$ cat src/rtl/cdb_arbiter.sv
// cdb_arbiter: round-robin common-data-bus arbiter with a one-entry holding slot per execution unit
package cdb_pkg;
  typedef struct packed {
    logic [31:0] cdb_data;
    logic [5:0]  cdb_tag;
    logic        cdb_valid;
    logic        cdb_branch;
    logic        cdb_branch_taken;
  } cdb_bus_t;
endpackage

module cdb_arbiter
  import cdb_pkg::*;
#(
  parameter int NUM_REQ = 4
) (
  input  logic               clk,
  input  logic               rst_n,
  input  cdb_bus_t           req_cdb [NUM_REQ],
  output logic [NUM_REQ-1:0] req_ready,
  input  logic               flush,
  output cdb_bus_t           cdb_out,
  output logic [NUM_REQ-1:0] grant
);
  localparam int IW = (NUM_REQ > 1) ? $clog2(NUM_REQ) : 1;
  logic [NUM_REQ-1:0] r_slot_v;
  cdb_bus_t           r_slot_q [NUM_REQ];
  logic [IW-1:0]      r_last_g;
  logic [IW-1:0]      w_idx;
  logic [IW-1:0]      w_win;
  logic               w_found;
  logic               w_fire;
  // walk the slots starting just after the last winner; the first occupied one wins
  always_comb begin
    w_found = 1'b0;
    w_win   = r_last_g;
    w_idx   = r_last_g;
    for (int k = 0; k < NUM_REQ; k++) begin
      w_idx = (w_idx == IW'(NUM_REQ - 1)) ? '0 : w_idx + 1'b1;
      if (!w_found && r_slot_v[w_idx]) begin
        w_found = 1'b1;
        w_win   = w_idx;
      end
    end
  end
  // drive the bus from the winning slot only; a flush silences the bus and all ready lines
  always_comb begin
    w_fire    = w_found && !flush;
    grant     = w_fire ? (NUM_REQ'(1) << w_win) : '0;
    cdb_out   = '0;
    if (w_fire) begin
      cdb_out           = r_slot_q[w_win];
      cdb_out.cdb_valid = 1'b1;
    end
    req_ready = flush ? '0 : (~r_slot_v | grant);
  end
  // capture accepted results, retire the granted slot and advance the round-robin pointer
  always_ff @(posedge clk or negedge rst_n) begin
    if (!rst_n) begin
      r_slot_v <= '0;
      r_slot_q <= '{default: '0};
      r_last_g <= IW'(NUM_REQ - 1);
    end else if (flush) begin
      r_slot_v <= '0;
    end else begin
      if (w_fire) r_last_g <= w_win;
      for (int i = 0; i < NUM_REQ; i++) begin
        if (req_cdb[i].cdb_valid && req_ready[i]) begin
          r_slot_v[i] <= 1'b1;
          r_slot_q[i] <= req_cdb[i];
        end else if (grant[i]) begin
          r_slot_v[i] <= 1'b0;
        end
      end
    end
  end
endmodule

$ cat config.mk
export PLATFORM = sky130hd
export DESIGN_NAME = cdb_arbiter
export DESIGN_NICKNAME = d
export VERILOG_FILES = /design/src/rtl/cdb_arbiter.sv
export SDC_FILE = /design/constraint.sdc
export NUM_CORES = 1
export LEC_CHECK = 0
export BUFFER_PORTS_ARGS = -buffer_cell sky130_fd_sc_hd__buf_2
export CORE_MARGIN = 2
export CORE_UTILIZATION = 47
export DETAILED_ROUTE_END_ITERATION = 8
export GPL_ROUTABILITY_DRIVEN = 1
export HOLD_SLACK_MARGIN = 0.08
export PLACE_DENSITY = 0.79
export SLEW_MARGIN = 20
export SYNTH_ARGS = -nofsm -noshare
export SYNTH_HDL_FRONTEND = slang
export SYNTH_SLANG_ARGS = --single-unit
$ cat constraint.sdc
create_clock -name clk -period 4.4 [get_ports clk]
set_input_delay 0.44 -clock clk [delete_from_list [all_inputs] [get_ports clk]]
set_output_delay 0.44 -clock clk [all_outputs]
set_load 0.02 [all_outputs]
Word level (Yosys, flattened, before mapping)
Index checks and enable logic that the tools add are counted.
{"block": "word_totals", "register_bits": 170, "in_bits": 167, "output_inout_bits": 49, "word_cells": 99}
{"block": "classes", "n_addsub": 4, "order_cmp": 5, "eq_ne": 4, "shift": 1, "mux": 35, "n_bitwise": 4, "n_reduce_logical": 21}
{"operator": "$mux W41", "n": 3}
{"operator": "$bmux W41 S2", "n": 1}
{"operator": "$mux W1", "n": 16}
{"operator": "$mux W2", "n": 8}
{"operator": "$lt A2 B3 Y1 const B", "n": 4}
{"operator": "$mux W4", "n": 3}
{"operator": "$reduce_bool A3 Y1", "n": 4}
{"operator": "$reduce_and A2 Y1", "n": 5}
{"operator": "$add A2 B1 Y2 const B", "n": 4}
{"operator": "$bmux W1 S2", "n": 4}
{"operator": "$eq A2 B2 Y1 const B", "n": 4}
{"operator": "$logic_and A1 B1 Y1", "n": 8}
{"operator": "$logic_not A1 Y1", "n": 4}
{"operator": "$not A4 Y4", "n": 1}
{"operator": "$or A4 B4 Y4", "n": 1}
{"operator": "$shl A1 B2 Y4 const A", "n": 1}
{"operator": "$ge A3 B3 Y1 const B", "n": 1}
{"operator": "$not A2 Y3", "n": 1}
{"operator": "$not A1 Y1", "n": 1}

Longest topological paths before layout
{"block": "logic_depth", "ltp_word": 21, "mapped_depth": 12}

Worst setup path after synthesis
Ideal clock, no wire load.
{"block": "synth_path", "path_type": "register -> output", "start": "register r_last_g[1]", "end": "output cdb_out[11] (netlist bit)", "arrival_ps": 2971, "required_time_ps": 3960, "setup_slack_ps": 989, "path_stages_with_launch": 10, "path_cell_list": "dfstp_2 ha_1 buf_4 xnor2_2 mux2i_2 nand2_1 a221oi_2 clkbuf_1 a2111oi_0 a311oi_1"}
{"item": "start: declaration", "line": "28", "rtl": "logic [IW-1:0] r_last_g;"}
{"item": "start signal: assignment", "line": "62", "rtl": "r_last_g <= IW'(NUM_REQ - 1);"}
{"item": "start signal: assignment", "line": "66", "rtl": "if (w_fire) r_last_g <= w_win;"}
{"item": "end: declaration", "line": "22", "rtl": "output cdb_bus_t cdb_out,"}

==> metrics.cfg <==
[synth]
ys_seq_area_frac = 0.4099
syn_nets = 1161
synth.distinct_cells = 67
synth_area_leaders = dfrtp_1, mux2_2, o2111ai_1
synth_seq_cells = 166
avgSynthCellArea_um2 = 10.21
synthCells = 993
syn_area_um2 = 10140
synthArstFlopShare = 1.000
yosys.area.top_type = dfrtp_1
synth_top_area_frac = 0.4047
yosys_warnings = 0
synth_flop_cell = dfrtp_1
synth_edf_count = 0

[placement]
io_buffers = 215
dp_cells = 1412
placed_cell_area_um2 = 11600
place_hpwl_mm = 24.63
dp_slack_ps = 338.7
gp_congestion = 0.9575

[clock_tree]
cts_sinks = 166
insertion_delay_ps = 430
cts_buffers = 17
ctsLongestPathBuffers = 2
htreeDepth = 4
postCtsHoldBufs = 0
cts_tree = yes
cts_root_buf = clkbuf_16
clk_pin_slew_ps = 70

[drt]
wl_met3_mm = 3.733
drtIter0Drc = 1035
dr.pass1.iters = 5
vias = 9625
wl_met1_mm = 14.54
ant_nets = 0
drcViolationCount = 0
routed_wirelength_mm = 35.73
avgRoutedWirePerCell_um = 24.57
via_per_inst = 6.620
routed-wl-met2_mm = 16.16
highest_layer = met4

[critical_path]
cp_data_required_time_ps = 3960
crit_buf_inv = 2
worstPathArrival_ps = 3960
critPathKind = reg -> out
crit_family = compound AO/OA/AOI/OAI gates
cp_max_fo = 30
cp_slowest_stage_delay_ps = 940
r2r_slack_ps = 850
r2r-start = r_last_g[1]
rr_endpoint = r_slot_q[67]
crit_chain = ha_2, and4b_1, a311o_1, o21ai_2, nand2_2, buf_4, a2111oi_1, a311oi_1, buf_2
critical_path.endpoint_type = primary output
cpMaxStageDelayCell = a2111oi_1
r2r.worst_path.cells = 10
cp-start-kind = flip-flop

[cells_and_area]
nNetsFinal = 1325
area_growth_pct = 20.85
fin_cells = 1454
design_area_um2 = 12250
drive_gt1_frac = 0.3812
final_cell_mix = buf_2, dfrtp_1, nand2_1
mostFrequentLayoutCell = buf_2

[floorplan]
initial_core_util = 0.4808
coreArea_um2 = 21090
die_w_um = 150.9
die-area_um2 = 22760
rows = 53
ios = 216
die_h_um = 150.9

[pwr]
power_density_nw_per_um2 = 913.6
finalPower_mw = 11.20
p_leak_nw = 5.487
ir_drop_mv = 0.5380

[sta]
fmax_mhz = 227.5
worstMarginPinSlew_ps = 986.0
hold_viol_final = 0
post-route-min-period_ps = 4395
slew_viol_final = 0
fin_crit_sh = 0.9990
finClkSkew_ps = 10.17
slew_headroom = 0.3410
setup_viol = 0
timing.hold.ws_ps = 69.35
timing.final.ws_setup_ps = 4.599

[grt]
grt_pass1_wl_mm = 53.24
overflow = 0
grt_pass1_vias = 9181
grt_max_degree = 97
grt_usage = 0.3089
grt_antenna_before_repair = 6

[status]
outcome = complete, no violations

[worst_hold_path]
hold_class = in -> async

[flow_run]
drv_cap = 0

## cells in the mapped netlist, types with 2 or more instances
cell and number:
a2111oi_0 40, a211oi_2 3, a21oi_1 7, a2bb2oi_1 40
a311oi_1 40, and3_1 41, buf_2 41, buf_4 4
buf_6 9, clkbuf_1 73, dfrtp_1 164, dfstp_2 2
inv_1 49, mux2_1 9, mux2_2 73, nand2_1 123
nand2b_1 4, nand3b_1 40, nor2_1 9, nor2b_1 2
nor3_1 4, nor4_1 4, o2111ai_1 81, o211ai_2 41
o21a_1 3, o21ai_0 5, o22ai_1 2, o311ai_0 2
o311ai_1 38, o41ai_1 2, or3_1 2
## state kept, by name, indices dropped and copies added (netlist names)
| signal | count |
|---|---|
| r_slot_v | 4 |
| r_slot_q | 160 |
| r_last_g | 2 |
## what timing repair did
action / in CTS / in global routing
setup buffers: 0 / 1
pin swaps: 0 / 2
resized for setup: 7 / 10
setup endpoints to repair: 7 / 23
## report_power, final
part	internal [mW]	total, mW	switching [mW]
sequential	2.26	2.74	0.486
combinational	2.68	6.93	4.25
clock	0.857	1.53	0.669
total	5.79	11.2	5.41
## through the flow
step | utilization | setup TNS [ps]
global placement | 0.5499 | 0
CTS | 0.5783 | 0
floorplan | - | 0
finish | 0.5811 | 0
detailed placement | 0.5499 | 0
global route | 0.5806 | -4.036
## worst register-to-register path, stage by stage, from the launching register on
cell	delay [ps]
dfstp_2	570
ha_2	360
xnor2_2	260
mux2i_2	350
nand2_1	190
a221oi_4	410
buf_4	210
buf_4	250
o211a_4	470
buf_12	220
o211ai_2	110
## metal layers
layer	vias up	track usage
met4	0	0.1201
met1	4748	0.4229
met2	577	0.4752
met3	73	0.07349
met5	-	0
li1	4227	-
## worst max-delay path by stage
stage / startpoint / end / slack (ps) / depth (start not counted)
finish: r_last_g[1] / cdb_out[39] / 5 / 9
global route: r_last_g[1] / cdb_out[38] / -4 / 12
CTS: r_last_g[1] / cdb_out[8] / 0.8 / 10
detailed placement: r_last_g[1] / cdb_out[39] / 340 / 10
global placement: r_last_g[1] / cdb_out[15] / 440 / 10
floorplan: r_last_g[1] / cdb_out[11] / 990 / 9
## cells by family after synthesis
family,share of synthesized area
AO/OA/AOI/OAI,0.2941
XOR/XNOR,0.001605
adder cells (fa/ha/maj),0.001234
buffers and inverters,0.07910
flip-flops,0.4099
multiplexers,0.09341
AND/OR/NAND/NOR,0.1207
## final cells by class
type                       count  area [µm²]
fill                        1813        8833
sequential                   166        4156
timing repair buffer         273        1668
inverter                      50       187.7
antenna                        9       22.52
clock buffer                  19       442.9
multi-input combinational    649        5286
clock inverter                13       146.4
tap                          275       344.1
Power figures use the tool's default switching activity.
